<file path="config.mk">
export PLATFORM = sky130hd
export DESIGN_NAME = serial_add_sub
export DESIGN_NICKNAME = d
export VERILOG_FILES = /design/src/rtl/serial_add_sub.sv
export SDC_FILE = /design/constraint.sdc
export NUM_CORES = 1
export LEC_CHECK = 0
export BUFFER_PORTS_ARGS = -buffer_cell sky130_fd_sc_hd__buf_2
export CAP_MARGIN = 20
export CORE_MARGIN = 2
export CORE_UTILIZATION = 25
export CTS_CLUSTER_DIAMETER = 100
export DETAILED_ROUTE_END_ITERATION = 6
export PLACE_DENSITY_LB_ADDON = 0.2
export SLEW_MARGIN = 20
export SYNTH_ARGS = -nofsm -noshare
export SYNTH_HDL_FRONTEND = slang
export SYNTH_SLANG_ARGS = --single-unit
</file>
<file path="constraint.sdc">
create_clock -name clk -period 1.5 [get_ports clk]
set_clock_uncertainty 0.1 [all_clocks]
set_input_delay 0.15 -clock clk [delete_from_list [all_inputs] [get_ports clk]]
set_output_delay 0.15 -clock clk [all_outputs]
set_load 0.01 [all_outputs]
</file>
<file path="src/rtl/serial_add_sub.sv">
// Digit-serial adder/subtractor: DIGIT full-adder slices per clock, carry kept in a flop,
// WIDTH/DIGIT cycles per operation behind a start/busy/done handshake.
module serial_add_sub #(
  parameter int WIDTH = 8,
  parameter int DIGIT = 1
) (
  input  logic             clk,
  input  logic             rst_n,
  input  logic             start,
  input  logic             sub,
  input  logic [WIDTH-1:0] a,
  input  logic [WIDTH-1:0] b,
  input  logic             carry_in,
  output logic             busy,
  output logic             done,
  output logic [WIDTH-1:0] sum,
  output logic             carry_out,
  output logic             overflow
);

  localparam int N  = WIDTH / DIGIT;
  localparam int CW = (N > 1) ? $clog2(N) : 1;
  localparam logic [CW-1:0] LAST = CW'(N - 1);

  typedef enum logic {
    IDLE = 1'b0,
    RUN  = 1'b1
  } state_t;

  state_t                 state_q;
  logic [WIDTH-1:0]       a_q;
  logic [WIDTH-1:0]       b_q;
  logic [WIDTH-1:0]       res_q;
  logic                   carry_q;
  logic [CW-1:0]          cnt_q;
  logic                   busy_q;
  logic                   done_q;
  logic [WIDTH-1:0]       sum_q;
  logic                   cout_q;
  logic                   ovf_q;

  logic [DIGIT-1:0]       slice_sum_d;
  logic                   carry_d;
  logic                   cmsb_d;
  logic [WIDTH+DIGIT-1:0] res_cat_d;
  logic [WIDTH-1:0]       res_d;

  // One full-adder slice: returns {carry, sum}.
  function automatic logic [1:0] full_add(input logic x, input logic y, input logic ci);
    return {(x & y) | (x & ci) | (y & ci), x ^ y ^ ci};
  endfunction

  // Ripple through the DIGIT slices; cmsb_d ends up as the carry into the top slice,
  // which on the last digit is the carry into the operand MSB.
  always_comb begin
    slice_sum_d = '0;
    carry_d     = carry_q;
    cmsb_d      = carry_q;
    for (int i = 0; i < DIGIT; i++) begin
      cmsb_d = carry_d;
      {carry_d, slice_sum_d[i]} = full_add(a_q[i], b_q[i], carry_d);
    end
    res_cat_d = {slice_sum_d, res_q};
    res_d     = res_cat_d[WIDTH+DIGIT-1:DIGIT];
  end

  // Control FSM and datapath registers; results only move on the completion edge.
  always_ff @(posedge clk) begin
    if (!rst_n) begin
      state_q <= IDLE;
      a_q     <= '0;
      b_q     <= '0;
      res_q   <= '0;
      carry_q <= 1'b0;
      cnt_q   <= '0;
      busy_q  <= 1'b0;
      done_q  <= 1'b0;
      sum_q   <= '0;
      cout_q  <= 1'b0;
      ovf_q   <= 1'b0;
    end else begin
      done_q <= 1'b0;
      case (state_q)
        IDLE: begin
          if (start) begin
            a_q     <= a;
            b_q     <= sub ? ~b : b;
            carry_q <= carry_in ^ sub;
            cnt_q   <= '0;
            busy_q  <= 1'b1;
            state_q <= RUN;
          end
        end
        RUN: begin
          a_q     <= a_q >> DIGIT;
          b_q     <= b_q >> DIGIT;
          res_q   <= res_d;
          carry_q <= carry_d;
          cnt_q   <= cnt_q + CW'(1'b1);
          if (cnt_q == LAST) begin
            sum_q   <= res_d;
            cout_q  <= carry_d;
            ovf_q   <= carry_d ^ cmsb_d;
            done_q  <= 1'b1;
            busy_q  <= 1'b0;
            state_q <= IDLE;
          end
        end
        default: begin
          busy_q  <= 1'b0;
          state_q <= IDLE;
        end
      endcase
    end
  end

  assign busy      = busy_q;
  assign done      = done_q;
  assign sum       = sum_q;
  assign carry_out = cout_q;
  assign overflow  = ovf_q;

endmodule

</file>
==> results of run 1 <==
[power by group through the flow]
stage	registers, W	logic [W]	clock network, W
6_report	0.00115	0.000292	0.00123
5_1_grt	0.00116	0.000329	0.00130
4_1_cts	0.00115	0.000298	0.00126
3_5_place_dp	0.00118	0.000298	0
3_3_place_gp	0.00118	0.000300	0
2_1_floorplan	0.00116	0.000243	0
[worst max-delay path, stage by stage (launching register included)]
cell and delay, ns:
dfxtp_1 0.32, ha_1 0.21, ha_1 0.21, buf_12 0.16, a21bo_2 0.21, a21oi_1 0.13
[cell usage in the layout, fill, tap and decap left out, types with 5 or more instances in the layout]
cell and count:
a211oi_1 8, a21bo_2 8, a21oi_1 14, buf_2 32, clkbuf_8 5, dfxtp_1 39
mux2i_1 15, nand2b_1 14, nand3_1 17, nor2_1 9, nor2b_1 7, o221ai_2 8
xnor2_1 10
[per-stage QoR]
stage                     power [W]  instance area, µm²  instances  util (%)
after global placement      0.00148                2160        304      29.4
final                       0.00267                2320        312      31.6
after detailed placement    0.00148                2160        304      29.4
after floorplan             0.00140                1910        184         -
after CTS                   0.00271                2310        312      31.6
after global routing        0.00279                2320        312      31.6
[cell type report]
class	instances	area share, %
sequential	40	34.6
inverter	2	0.324
clock buffer	5	2.97
timing repair buffer	38	11.0
tap	99	5.34
clock inverter	3	3.89
multi-input combinational	125	41.9
[worst paths after layout]
check / slack [ns] / start / depth (start not counted) / to
max: 0.08 / cnt_q[0]$_SDFFE_PN0P_ / 5 / sum[2]$_SDFFE_PN0P_
min: 0.01 / a[7] / 3 / a_q[7]$_SDFFE_PN0P_
max reg2reg: 0.08 / cnt_q[0]$_SDFFE_PN0P_ / 5 / sum[2]$_SDFFE_PN0P_
min reg2reg: 0.38 / res_q[1]$_SDFFE_PN0P_ / 2 / sum[0]$_SDFFE_PN0P_
[layer usage]
metal	vias up	wire, µm	track usage [%]
li1	706	-	-
met1	618	1880	12.1
met2	17	1620	14.5
met3	5	111	2.99
met4	0	59	3.79
met5	-	0	0
[cells by family after synthesis]
family,Yosys count,share of synthesized area (%)
flip-flops,40,41.9
AND/OR/NAND/NOR,54,16.2
AO/OA/AOI/OAI,42,18.9
multiplexers,15,7.85
XOR/XNOR,10,4.58
buffers and inverters,19,7.53
adder cells (fa/ha/maj),4,3.01
[sequential cells by signal, summed over array words and instances (netlist names), 3 cells and up]
| register | cells |
|---|---|
| sum | 8 |
| cnt_q | 3 |
| b_q | 8 |
| res_q | 7 |
| a_q | 8 |
==> impl_metrics.tcl, run 1 <==
set metrics [dict create \
    drt_wl_total_mm 3.66 \
    yosysTopAreaCellShare_pct 41.9 \
    multi_input_area_um2 971 \
    die_area_um2 8360 \
    clockPowerShare_pct 45.9 \
    yosys-top-cells-count "dfxtp_1 (40), nand3_1 (17), a21oi_1 (15), mux2i_1 (15), nand2b_1 (14)" \
    ys_types 27 \
    pwr-share-seq_pct 43.2 \
    drt-initial-drc-count 61 \
    p_comb_share_pct 10.9 \
    synth-seq-cells 40 \
    dr.pass1.iters 4 \
    clk_latency_ns 0.29 \
    async_reset_ff_share_pct 0 \
    critPathCaptureType "register" \
    cts_max_level 2 \
    routed-via-count 1346 \
    postCtsHoldBufs 0 \
    antenna_found_initial 0 \
    period_needed_ns 1.42 \
    hold_viol 0 \
    power.density_nw_per_um2 1150 \
    area_growth_pct 21.3 \
    postSynthAreaPerCell_um2 10.4 \
    setup_ws_ns 0.0811 \
    critical_path_arrival_ns 1.54 \
    cts-root-buf "clkbuf_8" \
    drive_gt1_share_pct 31.5 \
    min_path_type "in -> reg" \
    fin_setup_tns_ns 0 \
    synth_top_area_cell "dfxtp_1" \
    rsz0062_at_grt "no" \
    start_util_pct 26.1 \
    critPathKind "reg -> reg" \
    io_pins 33 \
    final_nets 237 \
    viasPerCell 4.31 \
    seq_area_um2 802 \
    clock_sinks 40 \
    cts_resized 0 \
    fin_hold_ws_ns 0.0138 \
    cts_inserted_buffers 5 \
    synth_edf_count 0 \
    grt_first_pass_wirelength_mm 6.25 \
    synthFlopType "dfxtp_1" \
    grt_overflow_total 0 \
    setup_viol 0 \
    cp_max_fo 21 \
    synth.most_common_cell "dfxtp_1" \
    peakVddDrop_v 0.000513 \
    worst_pin_slew_ns 0.513 \
    cts_buffer_depth 2 \
    fp-row-count 31 \
    diodes 0 \
    yosysSeqAreaShare_pct 41.9 \
    run_status "finished clean" \
    p_int_w 0.00209 \
    ant_nets 0 \
    required_ns 1.62 \
    dp_hpwl_mm 2.51 \
    wl_per_cell_um 11.7 \
    die_h_um 91.5 \
    io_buffer_count 32 \
    clkTransAtPathRegs_ns 0.08 \
    p_sw_share_pct 21.7 \
    postCtsSetupRepairBufs 0 \
    timing.final.max_slew_violations 0 \
    cts_tree "built" \
    syn_nets 209 \
    leakage_nw 0.921 \
    fill_cells 772 \
    drv_cap 0 \
    coreArea_um2 7330 \
    post-route-drc-count 0 \
    period_share_pct 94.6 \
    startpoint_type "register" \
    clock.fmax_mhz 705 \
    place.gp.congestion 0.622 \
    synthTopCellsByArea "dfxtp_1 (42%), mux2i_1 (7.9%), o221ai_2 (6.3%), nand2b_1 (4.6%), xnor2_1 (4.6%)" \
    ys.warnings.count 0 \
    grt_max_degree 30 \
    grt_pass1_vias 1325 \
    grt.total_usage_pct 9.38 \
    syn_area_um2 1910 \
    power_switching_w 0.000581 \
    pre_cts_ws_ns 0.0756 \
    die-width_um 91.5 \
    synthCells 184 \
    slew_headroom_pct 65.8 \
]
Note: power is estimated with default switching activity, not from simulation.
==> run 2, diff against run 1 <==
- MAX_ROUTING_LAYER: unset -> met4
==> impl_metrics.tcl, run 2 (synthesized netlist as in run 1, its figures left out) <==
set metrics [dict create \
    drive_gt1_share_pct 31.5 \
    dr.pass1.iters 4 \
    hold_start "a[7]" \
    slew_headroom_pct 65.7 \
    period_needed_ns 1.42 \
    reg2regPathDepth 5 \
    antenna_found_initial 0 \
    final_nets 237 \
    start_util_pct 26.1 \
    period_share_pct 94.6 \
    postCtsHoldBufs 0 \
    io_buffer_count 32 \
    holdPathEnd "a_q[7]$_SDFFE_PN0P_" \
    reg2reg_from "cnt_q[0]$_SDFFE_PN0P_" \
    setup_viol 0 \
    cts_tree "built" \
    clock.fmax_mhz 704 \
    drv_cap 0 \
    power.density_nw_per_um2 1150 \
    coreArea_um2 7330 \
    place_area_um2 2160 \
    cts_inserted_buffers 5 \
    critical_path_arrival_ns 1.54 \
    diodes 0 \
    cp_max_fo 21 \
    critPathCaptureType "register" \
    die_h_um 91.5 \
    rsz0062_at_grt "no" \
    timing.final.max_slew_violations 0 \
    leakage_nw 0.921 \
    cts_max_level 2 \
    cts-root-buf "clkbuf_8" \
    worst_pin_slew_ns 0.513 \
    routed-via-count 1345 \
    grt_first_pass_wirelength_mm 6.24 \
    run_status "finished clean" \
    min_path_type "in -> reg" \
    die-width_um 91.5 \
    dp_hpwl_mm 2.51 \
    r2r_setup_slack_ns 0.08 \
    ant_nets 0 \
    fin_util_pct 31.6 \
    area_growth_pct 21.3 \
    clock_sinks 40 \
    cts_buffer_depth 2 \
    final_cell_mix "dfxtp_1 (39), buf_2 (32), nand3_1 (17)" \
    grt.total_usage_pct 9.64 \
    clk_latency_ns 0.29 \
    drt-initial-drc-count 65 \
    place.gp.congestion 0.627 \
    grt_pass1_vias 1324 \
    post-route-drc-count 0 \
    io_pins 33 \
    die_area_um2 8360 \
    clkTransAtPathRegs_ns 0.08 \
    finalInstanceArea_um2 2320 \
    startpoint_type "register" \
    wl_per_cell_um 11.8 \
    reg2reg_to "sum[2]$_SDFFE_PN0P_" \
    hold_viol 0 \
    fp-row-count 31 \
    drt_wl_total_mm 3.68 \
    peakVddDrop_v 0.000513 \
    hold-path-cell-count 3 \
    grt_max_degree 30 \
    critPathKind "reg -> reg" \
    grt_overflow_total 0 \
    fin_setup_tns_ns 0 \
    final_common_cell "dfxtp_1" \
    required_ns 1.62 \
    viasPerCell 4.31 \
]
run 2: worst max-delay path, stage by stage (launching register included):
cell and delay [ns]:
dfxtp_1 0.32, ha_1 0.21, ha_1 0.21, buf_12 0.16, a21bo_2 0.21, a21oi_1 0.13
run 2: metrics by stage:
step / hold WS (ns) / cells / total power, W / setup slack (ns)
3_3_place_gp: 0.297 / 304 / 0.00148 / 0.0981
6_report: 0.0134 / 312 / 0.00267 / 0.0803
4_1_cts: 0.000390 / 312 / 0.00271 / 0.0747
3_5_place_dp: 0.311 / 304 / 0.00148 / 0.0756
5_1_grt: 0.0435 / 312 / 0.00279 / 0.00703
2_1_floorplan: 0.197 / 184 / 0.00140 / 0.164
run 2: what timing repair did:
item,in CTS,in global routing
endpoints found under the setup margin,0,1
buffers inserted,0,0
gates resized for setup,0,1
run 2: final cells by class:
type / instances / area [µm²]
sequential: 40 / 802
clock inverter: 3 / 90.1
clock buffer: 5 / 68.8
fill: 772 / 5010
inverter: 2 / 7.51
tap: 99 / 124
timing repair buffer: 38 / 255
multi-input combinational: 125 / 971
run 2: where the power goes:
part           internal [W]  leakage [nW]  switching [W]  total (W)
logic              0.000146         0.516       0.000146   0.000292
clock network      0.000832        0.0784       0.000395    0.00123
registers           0.00111         0.327      0.0000404    0.00115
total               0.00209         0.921       0.000581    0.00267
run 2: how the worst max path moves through the flow:
| stage | start | end | slack, ns | cells after the start |
|---|---|---|---|---|
| finish | cnt_q[0]$_SDFFE_PN0P_ | sum[2]$_SDFFE_PN0P_ | 0.08 | 5 |
| CTS | cnt_q[0]$_SDFFE_PN0P_ | sum[2]$_SDFFE_PN0P_ | 0.07 | 5 |
| global route | cnt_q[1]$_SDFFE_PN0P_ | sum[2]$_SDFFE_PN0P_ | 0.007 | 5 |
| floorplan | cnt_q[0]$_SDFFE_PN0P_ | carry_out$_SDFFE_PN0P_ | 0.16 | 5 |
| detailed placement | cnt_q[0]$_SDFFE_PN0P_ | sum[4]$_SDFFE_PN0P_ | 0.08 | 5 |
| global placement | cnt_q[0]$_SDFFE_PN0P_ | sum[1]$_SDFFE_PN0P_ | 0.1 | 5 |
run 2: routing by layer:
metal	global-route usage (%)	share of wire [%]	vias to the layer above
met5	-	0	-
met4	3.79	1.4	0
met3	2.82	2.7	5
met2	14.6	44	17
met1	12.1	52	617
li1	-	-	706
==> run 3, diff against run 2 <==
- CORE_UTILIZATION: 25 -> 40
==> impl_metrics.tcl, run 3 (synthesized netlist as in run 1, its figures left out) <==
set metrics [dict create \
    run_status "finished clean" \
    fp-row-count 25 \
    final_cell_mix "dfxtp_1 (39), buf_2 (32), nand3_1 (17)" \
    leakage_nw 0.901 \
    viasPerCell 4.98 \
    area_growth_pct 15.7 \
    cts_inserted_buffers 5 \
    setup_viol 0 \
    dr.pass1.iters 4 \
    period_needed_ns 1.41 \
    clock_sinks 40 \
    die_area_um2 5350 \
    clock.fmax_mhz 711 \
    die_h_um 73.1 \
    slew_headroom_pct 65.8 \
    critPathKind "reg -> reg" \
    startpoint_type "register" \
    final_nets 239 \
    cts_buffer_depth 2 \
    dp_hpwl_mm 2.27 \
    worst_pin_slew_ns 0.513 \
    fin_util_pct 47.5 \
    fin_setup_tns_ns 0 \
    diodes 0 \
    coreArea_um2 4660 \
    peakVddDrop_v 0.000431 \
    routed-via-count 1339 \
    cts-root-buf "clkbuf_8" \
    antenna_found_initial 0 \
    drv_cap 0 \
    drt-initial-drc-count 49 \
    post-route-drc-count 0 \
    seq_area_um2 802 \
    timing.final.max_slew_violations 0 \
    critical_path_arrival_ns 1.54 \
    hold_viol 0 \
    fill_cells 455 \
    grt_pass1_vias 1240 \
    period_share_pct 93.8 \
    required_ns 1.63 \
    postCtsSetupRepairBufs 0 \
    grt.total_usage_pct 14.3 \
    drt_wl_total_mm 3.37 \
    place.gp.congestion 0.701 \
    min_path_type "in -> reg" \
    grt_max_degree 30 \
    cts_max_level 2 \
    multi_input_area_um2 971 \
    grt_overflow_total 0 \
    drive_gt1_share_pct 31.6 \
    ant_nets 0 \
    start_util_pct 41.0 \
    io_buffer_count 32 \
    grt_first_pass_wirelength_mm 5.79 \
    cp_max_fo 21 \
    critPathCaptureType "register" \
    clkTransAtPathRegs_ns 0.08 \
    die-width_um 73.1 \
    rsz0062_at_grt "no" \
    clk_latency_ns 0.29 \
    wl_per_cell_um 12.5 \
    cts_tree "built" \
    power.density_nw_per_um2 1060 \
    io_pins 33 \
    final_common_cell "dfxtp_1" \
]
run 3: changes by cell type in the layout (fill, tap and decap cells not counted), sizes merged:
| cell | previous run | this run |
|---|---|---|
| clkinv | 0 | 2 |
| bufinv | 3 | 1 |
| dlygate4sd3 | 0 | 1 |
| buf | 38 | 39 |
run 3: layer usage:
metal,vias to the layer above,track usage (%),share of wire (%)
met5,-,-,0
met4,0,5.56,1.1
met3,4,4.14,2.9
met2,21,21.2,46
met1,606,18.4,50
li1,708,-,-
run 3: area by class of cell:
type                       count  share of cell area (%)
multi-input combinational    125                    43.9
sequential                    40                    36.3
timing repair buffer          40                    11.2
clock buffer                   5                    3.11
tap                           54                    3.05
clock inverter                 3                    2.15
inverter                       2                   0.339
run 3: power breakdown:
| part | leakage (nW) | switching (W) | internal [W] | total, W |
|---|---|---|---|---|
| clock | 0.0583 | 0.000400 | 0.000501 | 0.000901 |
| combinational | 0.516 | 0.000140 | 0.000141 | 0.000281 |
| sequential | 0.327 | 0.0000411 | 0.00111 | 0.00115 |
run 3: worst max-delay path, cell delays in order (launching register included):
cell	delay [ns]
dfxtp_1	0.32
ha_1	0.21
ha_1	0.21
buf_12	0.16
a21bo_2	0.22
a21oi_2	0.12
run 3: final timing paths:
kind | start | endpoint | slack [ns] | cells after the start
setup / recovery | cnt_q[0]$_SDFFE_PN0P_ | sum[3]$_SDFFE_PN0P_ | 0.09 | 5
hold / removal | b[7] | b_q[7]$_SDFFE_PN0P_ | 0.05 | 3
setup reg to reg | cnt_q[0]$_SDFFE_PN0P_ | sum[3]$_SDFFE_PN0P_ | 0.09 | 5
hold reg to reg | res_q[4]$_SDFFE_PN0P_ | sum[3]$_SDFFE_PN0P_ | 0.39 | 2
run 3: what timing repair did:
item,in CTS,in global routing
hold endpoints to repair,1,0
hold buffers,1,0
gates resized for setup,0,1
endpoints found under the setup margin,0,1
run 3: through the flow:
stage	hold WS (ns)	worst slack [ns]	total power, W	area, µm²	std cells
2_1_floorplan	0.197	0.164	0.00140	1910	184
3_3_place_gp	0.290	0.114	0.00146	2080	260
3_5_place_dp	0.291	0.0864	0.00146	2080	260
4_1_cts	0.0356	0.0710	0.00238	2210	269
5_1_grt	0.0543	0.00491	0.00246	2210	269
6_report	0.0451	0.0929	0.00234	2210	269
